==> src/rtl/mem_wb_stage.sv <==
// mem_wb_stage
//   MEM/WB pipeline stage between data-memory / ALU result and register-file
//   write-back. A head register drives the Out* fields and a single skid
//   register absorbs one extra entry, so downstream back-pressure never drops
//   a transfer. InReady is registered (no combinational OutReady->InReady
//   path). The write-back data select is made at capture and stored.
//
// Parameters
//   DATA_W    width of ReadData / AluResult / write-back data
//   REG_AW    register-file address width
//   ZERO_REG  when nonzero, a captured entry with destination 0 stores RegWrite=0
//
// Ports
//   Clk, Rst (sync, active-high), Flush (sync, active-high)
//   InValid/InReady                         upstream handshake
//   InRegWrite, InMemtoReg, InReadData, InAluResult, InMux   incoming entry
//   OutValid/OutReady                       downstream handshake
//   OutRegWrite (gated by OutValid), OutMemtoReg, OutReadData,
//   OutAluResult, OutMux, OutWriteData      head entry
//   Occupancy                               entries held (0..2)
//
// Optional feature (macro MEMWB_FWD_EN)
//   Adds SrcA/SrcB inputs and FwdA/FwdB/FwdData forwarding outputs,
//   combinational from the head entry and the Src inputs.
module mem_wb_stage #(
  parameter int DATA_W   = 32,
  parameter int REG_AW   = 5,
  parameter int ZERO_REG = 1
) (
  input  logic              Clk,
  input  logic              Rst,
  input  logic              Flush,
  input  logic              InValid,
  output logic              InReady,
  input  logic              InRegWrite,
  input  logic              InMemtoReg,
  input  logic [DATA_W-1:0] InReadData,
  input  logic [DATA_W-1:0] InAluResult,
  input  logic [REG_AW-1:0] InMux,
  output logic              OutValid,
  input  logic              OutReady,
  output logic              OutRegWrite,
  output logic              OutMemtoReg,
  output logic [DATA_W-1:0] OutReadData,
  output logic [DATA_W-1:0] OutAluResult,
  output logic [REG_AW-1:0] OutMux,
  output logic [DATA_W-1:0] OutWriteData,
  output logic [1:0]        Occupancy
`ifdef MEMWB_FWD_EN
  ,
  input  logic [REG_AW-1:0] SrcA,
  input  logic [REG_AW-1:0] SrcB,
  output logic              FwdA,
  output logic              FwdB,
  output logic [DATA_W-1:0] FwdData
`endif
);

  typedef struct packed {
    logic              regwrite;
    logic              memtoreg;
    logic [DATA_W-1:0] rdata;
    logic [DATA_W-1:0] alu;
    logic [REG_AW-1:0] mux;
    logic [DATA_W-1:0] wdata;
  } entry_t;

  // Encoding equals the number of held entries so Occupancy is the state.
  typedef enum logic [1:0] {
    EMPTY = 2'd0,
    ONE   = 2'd1,
    TWO   = 2'd2
  } state_t;

  state_t state_q, state_d;
  entry_t head_q, head_d;
  entry_t skid_q, skid_d;
  logic   in_ready_q, in_ready_d;

  entry_t cap;
  logic   in_xfer;
  logic   out_xfer;

  always_comb begin
    cap          = '0;
    cap.regwrite = InRegWrite & ~((ZERO_REG != 0) && (InMux == '0));
    cap.memtoreg = InMemtoReg;
    cap.rdata    = InReadData;
    cap.alu      = InAluResult;
    cap.mux      = InMux;
    cap.wdata    = InMemtoReg ? InReadData : InAluResult;
  end

  assign in_xfer  = InValid & in_ready_q;
  assign out_xfer = (state_q != EMPTY) & OutReady;

  always_comb begin
    state_d = state_q;
    head_d  = head_q;
    skid_d  = skid_q;

    unique case (state_q)
      EMPTY: begin
        if (in_xfer) begin
          state_d = ONE;
          head_d  = cap;
        end
      end
      ONE: begin
        if (in_xfer && out_xfer) begin
          head_d = cap;
        end else if (in_xfer) begin
          state_d = TWO;
          skid_d  = cap;
        end else if (out_xfer) begin
          state_d = EMPTY;
        end
      end
      TWO: begin
        if (out_xfer) begin
          state_d = ONE;
          head_d  = skid_q;
        end
      end
      default: state_d = EMPTY;
    endcase

    // Flush discards everything including a same-cycle capture; data fields
    // may go stale but control must read 0 afterwards.
    if (Flush) begin
      state_d         = EMPTY;
      head_d          = head_q;
      skid_d          = skid_q;
      head_d.regwrite = 1'b0;
      head_d.memtoreg = 1'b0;
    end

    in_ready_d = (state_d != TWO);
  end

  always_ff @(posedge Clk) begin
    if (Rst) begin
      state_q    <= EMPTY;
      head_q     <= '0;
      skid_q     <= '0;
      in_ready_q <= 1'b1;
    end else begin
      state_q    <= state_d;
      head_q     <= head_d;
      skid_q     <= skid_d;
      in_ready_q <= in_ready_d;
    end
  end

  assign InReady      = in_ready_q;
  assign OutValid     = (state_q != EMPTY);
  assign OutRegWrite  = head_q.regwrite & OutValid;
  assign OutMemtoReg  = head_q.memtoreg;
  assign OutReadData  = head_q.rdata;
  assign OutAluResult = head_q.alu;
  assign OutMux       = head_q.mux;
  assign OutWriteData = head_q.wdata;
  assign Occupancy    = state_q;

`ifdef MEMWB_FWD_EN
  assign FwdA    = OutValid & OutRegWrite & (OutMux == SrcA) & (SrcA != '0);
  assign FwdB    = OutValid & OutRegWrite & (OutMux == SrcB) & (SrcB != '0);
  assign FwdData = OutWriteData;
`endif

endmodule

==> config.mk <==
export PLATFORM = sky130hd
export DESIGN_NAME = mem_wb_stage
export DESIGN_NICKNAME = d
export VERILOG_FILES = /design/src/rtl/mem_wb_stage.sv
export SDC_FILE = /design/constraint.sdc
export NUM_CORES = 1
export LEC_CHECK = 0
export CORE_MARGIN = 2
export CORE_UTILIZATION = 52
export DETAILED_ROUTE_END_ITERATION = 12
export GPL_ROUTABILITY_DRIVEN = 0
export GPL_TIMING_DRIVEN = 0
export PLACE_DENSITY = 0.86
export SLEW_MARGIN = 20
export SYNTH_ARGS = -nofsm -noshare
export SYNTH_HDL_FRONTEND = slang
export SYNTH_SLANG_ARGS = --single-unit
==> constraint.sdc <==
create_clock -name Clk -period 1.9 [get_ports Clk]
set_input_delay 0.57 -clock Clk [delete_from_list [all_inputs] [get_ports Clk]]
set_output_delay 0.57 -clock Clk [all_outputs]
set_load 0.01 [all_outputs]
==> Yosys cells after proc, flatten, opt, wreduce, memory -nomap -nowiden <==
Index checks and enable logic that the tools add are counted.
{ "op_classes": {"eq_ne": 6, "mux": 12, "n_bitwise": 7, "n_reduce_logical": 9} }
{ "ops": {"columns": ["cell", "n"], "rows": [
  ["2-to-1 mux 103 bit", 3],
  ["case mux 103 bit (3 select lines)", 1],
  ["2-to-1 mux 32 bit", 1],
  ["2-to-1 mux 2 bit", 6],
  ["!= test 2 bit (second input constant)", 4],
  ["AND reduction 4 bit", 2],
  ["case mux 2 bit (3 select lines)", 1],
  ["logical NOT 5 bit", 1],
  ["AND reduction 5 bit", 1],
  ["AND 1 bit", 4],
  ["inverter 1 bit", 3],
  ["nonzero test 3 bit", 1],
  ["equality test 2 x 1 -> 1 bit (second input constant)", 1],
  ["equality test 2 bit (second input constant)", 1],
  ["logical NOT 2 bit", 1],
  ["nonzero test 2 bit", 1],
  ["OR reduction 2 bit", 1],
  ["logical AND 1 bit", 1]
]} }
{ "word_totals": {"out_inout_bits": 107, "elab_cells": 48, "inputBits": 76, "reg_bits": 209} }

==> Depth between registers and ports, before layout <==
{ "depth": {"ltp_word": 8, "mapped_depth": 7, "ltp_nobuf": 4} }

==> Least setup slack after synthesis <==
Ideal clock, no wire load.
{ "synth_timing": {"path_kind": "input -> register", "startpoint": "input InValid", "endpoint": "register head_q, in the netlist OutWriteData[30]", "slack_ns": 0.201, "setup_time_ns": 0.132, "arrival_time_ns": 1.567, "path_buffers": 3, "cell_stages": 7, "cell_sequence": "and3b_1 -> a31o_1 -> buf_4 -> buf_6 -> buf_4 -> o211ai_1 -> a21oi_1"} }
{ "synth_between": {"elab_chain_len": 4, "word_cells_on_any_way": 5, "classes_between": "eq/ne (2); bitwise (1); reduce/logical (2)"} }
{ "synth_rtl": {"columns": ["element", "line", "rtl"], "rows": [
  ["from (decl)", "33", "input logic InValid,"],
  ["AND 1 bit (*)", "94", "assign in_xfer = InValid & in_ready_q;"],
  ["logical AND 1 bit", "110", "if (in_xfer && out_xfer) begin"],
  ["!= test 2 bit (no line)", null, null],
  ["AND reduction 5 bit (no line) (*)", null, null],
  ["to (signal assigned)", "144", "head_q <= '0;"],
  ["to (signal assigned)", "149", "head_q <= head_d;"],
  ["to (decl)", "76", "entry_t head_q, head_d;"]
]} }
Every way passes the cells marked *; elsewhere a longest branch is shown, timed or not.
A chain may end at the register's enable or synchronous reset.

==> Worst setup path after layout <==
{ "layout_timing": {"startpoint": "register state_q[0], in the netlist Occupancy[0]", "endpoint": "output OutRegWrite"} }
{ "layout_between": {"elab_chain_len": 2} }
{ "layout_rtl": {"columns": ["element", "line", "rtl"], "rows": [
  ["from (decl)", "75", "state_t state_q, state_d;"],
  ["from (signal assigned)", "148", "state_q <= state_d;"],
  ["nonzero test 2 bit", "156", "assign OutValid = (state_q != EMPTY);"],
  ["AND 1 bit", "157", "assign OutRegWrite = head_q.regwrite & OutValid;"],
  ["to (decl)", "42", "output logic OutRegWrite,"]
]} }
Every way passes these cells.

==> impl_metrics.json <==
{
  "synth_nets": 1149,
  "drc": 0,
  "antenna_found_initial": 0,
  "antenna_left": 0,
  "skew_ns": 0.00782,
  "final-setup-viol-count": 1,
  "pwr_density_cell_nw_per_um2": 822,
  "reg2regPathDepth": 6,
  "crit_fanout": 6,
  "numCtsBuffers": 21,
  "finalHoldViolCount": 0,
  "drt_pass1_iterations": 5,
  "root_buffer": "clkbuf_16",
  "p_sw_share_pct": 25.3,
  "place.port_buffers": 180,
  "fin_area_um2": 12400,
  "place_hpwl_mm": 19.5,
  "grt_pass1_vias": 8210,
  "max_freq_mhz": 516,
  "synth_area_um2": 9580,
  "drive_gt1_share_pct": 22.1,
  "grt_usage_pct": 26.9,
  "internal_power_mw": 7.60,
  "critPathRequiredTime_ns": 1.33,
  "combPwrFrac_pct": 14.8,
  "synth_edf_count": 0,
  "final_nets": 1362,
  "ys_seq_elements": 209,
  "clkPwrFrac_pct": 39.4,
  "setup.worst_path.start_class": "flop",
  "rsz0062_at_grt": "yes",
  "vias": 8508,
  "clock_path_buffers": 3,
  "post-route-util_pct": 68.7,
  "seq_power_share_pct": 45.8,
  "hp-class": "flop to flop",
  "arrival_ns": 1.37,
  "cts_tree": "built",
  "viasPerCell": 5.57,
  "grt_max_degree": 15,
  "grt_overflow": 0,
  "io_pins": 183,
  "die_area_um2": 19500,
  "slew_headroom_pct": 40.8,
  "grt_pass1_wl_mm": 42.6,
  "status": "finished with violations",
  "worst_slew_pin_slew_ns": 0.889,
  "rows": 49,
  "seq_area_frac_synth_pct": 43.7,
  "p_sw_mw": 2.57,
  "violations": "negative setup slack",
  "ir_drop_mv": 0.614,
  "crit_type": "flop to primary output",
  "initialDrtViolationCount": 661,
  "syn-instance-count": 1073,
  "r2r_slack_ns": 0.07,
  "finalCriticalPeriod_ns": 1.94,
  "synth_cell_types": 31,
  "insertion_delay_ns": 0.49,
  "hold_buffers": 0,
  "start_util_pct": 53.2,
  "maxCapViolations": 0,
  "worst_slack_ns": -0.0369,
  "synth_flop_cell": "dfxtp_1",
  "async_flop_share_pct": 0,
  "fin_crit_sh_pct": 102,
  "cts_htree_levels": 1,
  "clk_pin_slew_ns": 0.06,
  "synth.avg_cell_area_um2": 8.93,
  "wl_per_cell_um": 17.9,
  "p_leak_nw": 5.63,
  "core-area_um2": 18000,
  "min_path_cells": 2,
  "critPathCaptureType": "primary output",
  "cts_sinks": 209,
  "syn2layout_area_growth_pct": 29.3,
  "yosys_warnings": 0,
  "final_max_slew_viol_count": 0,
  "chipWidth_um": 140,
  "die_h_um": 140,
  "place_area_um2": 11700,
  "routed_wl_mm": 27.4
}
[flip-flops by register name (all words and copies together) (netlist names)]
register,cells
skid_q,103
OutAluResult,32
OutReadData,32
OutWriteData,32
OutMux,5
Occupancy,2
InReady,1
OutMemtoReg,1
head_q,1
[critical path: stages, from the launching register on]
cell,delay (ns)
dfxtp_4,0.36
or2_4,0.27
and2_4,0.14
buf_6,0.11
[power by group through the flow]
| stage | clock [mW] | combinational, mW | sequential, mW |
|---|---|---|---|
| final | 4.01 | 1.51 | 4.66 |
| after global routing | 4.20 | 1.61 | 4.67 |
| after CTS | 4.04 | 1.48 | 4.66 |
| after detailed placement | 0 | 1.56 | 4.75 |
| after global placement | 0 | 1.54 | 4.74 |
| after floorplan | 0 | 0.888 | 4.72 |
[Yosys cell counts (3+ instances only)]
master | count | area [um^2]
a211oi_1 | 32 | 240
clkbuf_1 | 47 | 176
o211ai_1 | 32 | 240
buf_4 | 111 | 833
a21oi_1 | 105 | 526
nor2_1 | 102 | 383
nand2_1 | 210 | 788
inv_1 | 3 | 11.3
dfxtp_1 | 209 | 4180
mux2i_1 | 103 | 1030
a211oi_2 | 69 | 863
buf_2 | 26 | 130
[what timing repair did]
action / in CTS / in global routing
cloned: 1 / 0
buffers inserted: 2 / 7
pin swaps: 2 / 7
endpoints found under the setup margin: 301 / 162
resized for setup: 152 / 31
[cell type report]
cell class	count	area [um^2]
fill	1424	5640
multi-input combinational	674	4250
sequential	209	4200
timing repair buffer	190	1740
buffer	187	1240
clock buffer	29	596
tap	229	287
clock inverter	5	56.3
inverter	3	11.3
antenna	1	2.50
[layer usage]
layer / up-vias / track usage, % / routed length [um]
met5: - / 0 / 0
met4: 0 / 9.05 / 851
met3: 73 / 4.54 / 2110
met2: 390 / 44.5 / 12800
met1: 4037 / 35.7 / 11600
li1: 4008 / - / -
[cells in the final DEF (no fill, tap or decap), types with 2 or more instances in the layout]
cell type        count
a211oi_1            32
clkdlybuf4s50_1     70
dfxtp_1            202
o22ai_1              2
o21a_1               2
dfxtp_4              2
o211ai_1            32
clkbuf_8             4
buf_6                9
inv_1                3
dlygate4sd2_1      107
buf_4              121
clkbuf_2            22
dfxtp_2              5
buf_2               18
nand2_1            210
mux2i_1            103
a211oi_2            69
clkbuf_16           21
clkinv_2             2
nor2_1             102
clkbuf_1            29
clkbuf_4             3
a21oi_1            105
[metrics by stage]
step	hold WS (ns)	cells	power, mW	worst slack [ns]	TNS (ns)
final	0.453	1527	10.2	-0.0369	-0.0369
after global routing	0.470	1526	10.5	-0.0655	-0.0672
after CTS	0.454	1519	10.2	-0.0884	-0.0884
after detailed placement	0.446	1482	6.31	-0.772	-121.93
after global placement	0.438	1482	6.28	-0.726	-115.16
after floorplan	0.431	1073	5.60	0.201	0
[worst paths after layout]
kind / start / end
worst min register to register: OutWriteData[1]$_SDFFE_PP0P_ / OutWriteData[1]$_SDFFE_PP0P_
worst min-delay path: OutWriteData[1]$_SDFFE_PP0P_ / OutWriteData[1]$_SDFFE_PP0P_
worst max register to register: Occupancy[0]$_SDFF_PP0_ / OutReadData[29]$_SDFFE_PP0P_
worst max-delay path: Occupancy[0]$_SDFF_PP0_ / OutRegWrite
[cells by family (layout without fill, tap and decap cells)]
logic type             count (synthesis)  after routing  synth area share [%]
AND/OR/NAND/NOR                      324            324                  13.1
AO/OA/AOI/OAI                        247            247                  20.2
flip-flops                           209            209                  43.7
buffers and inverters                190            414                  12.2
multiplexers                         103            103                  10.8
other                                  0              1                     0
(Power assumes the default switching activity.)
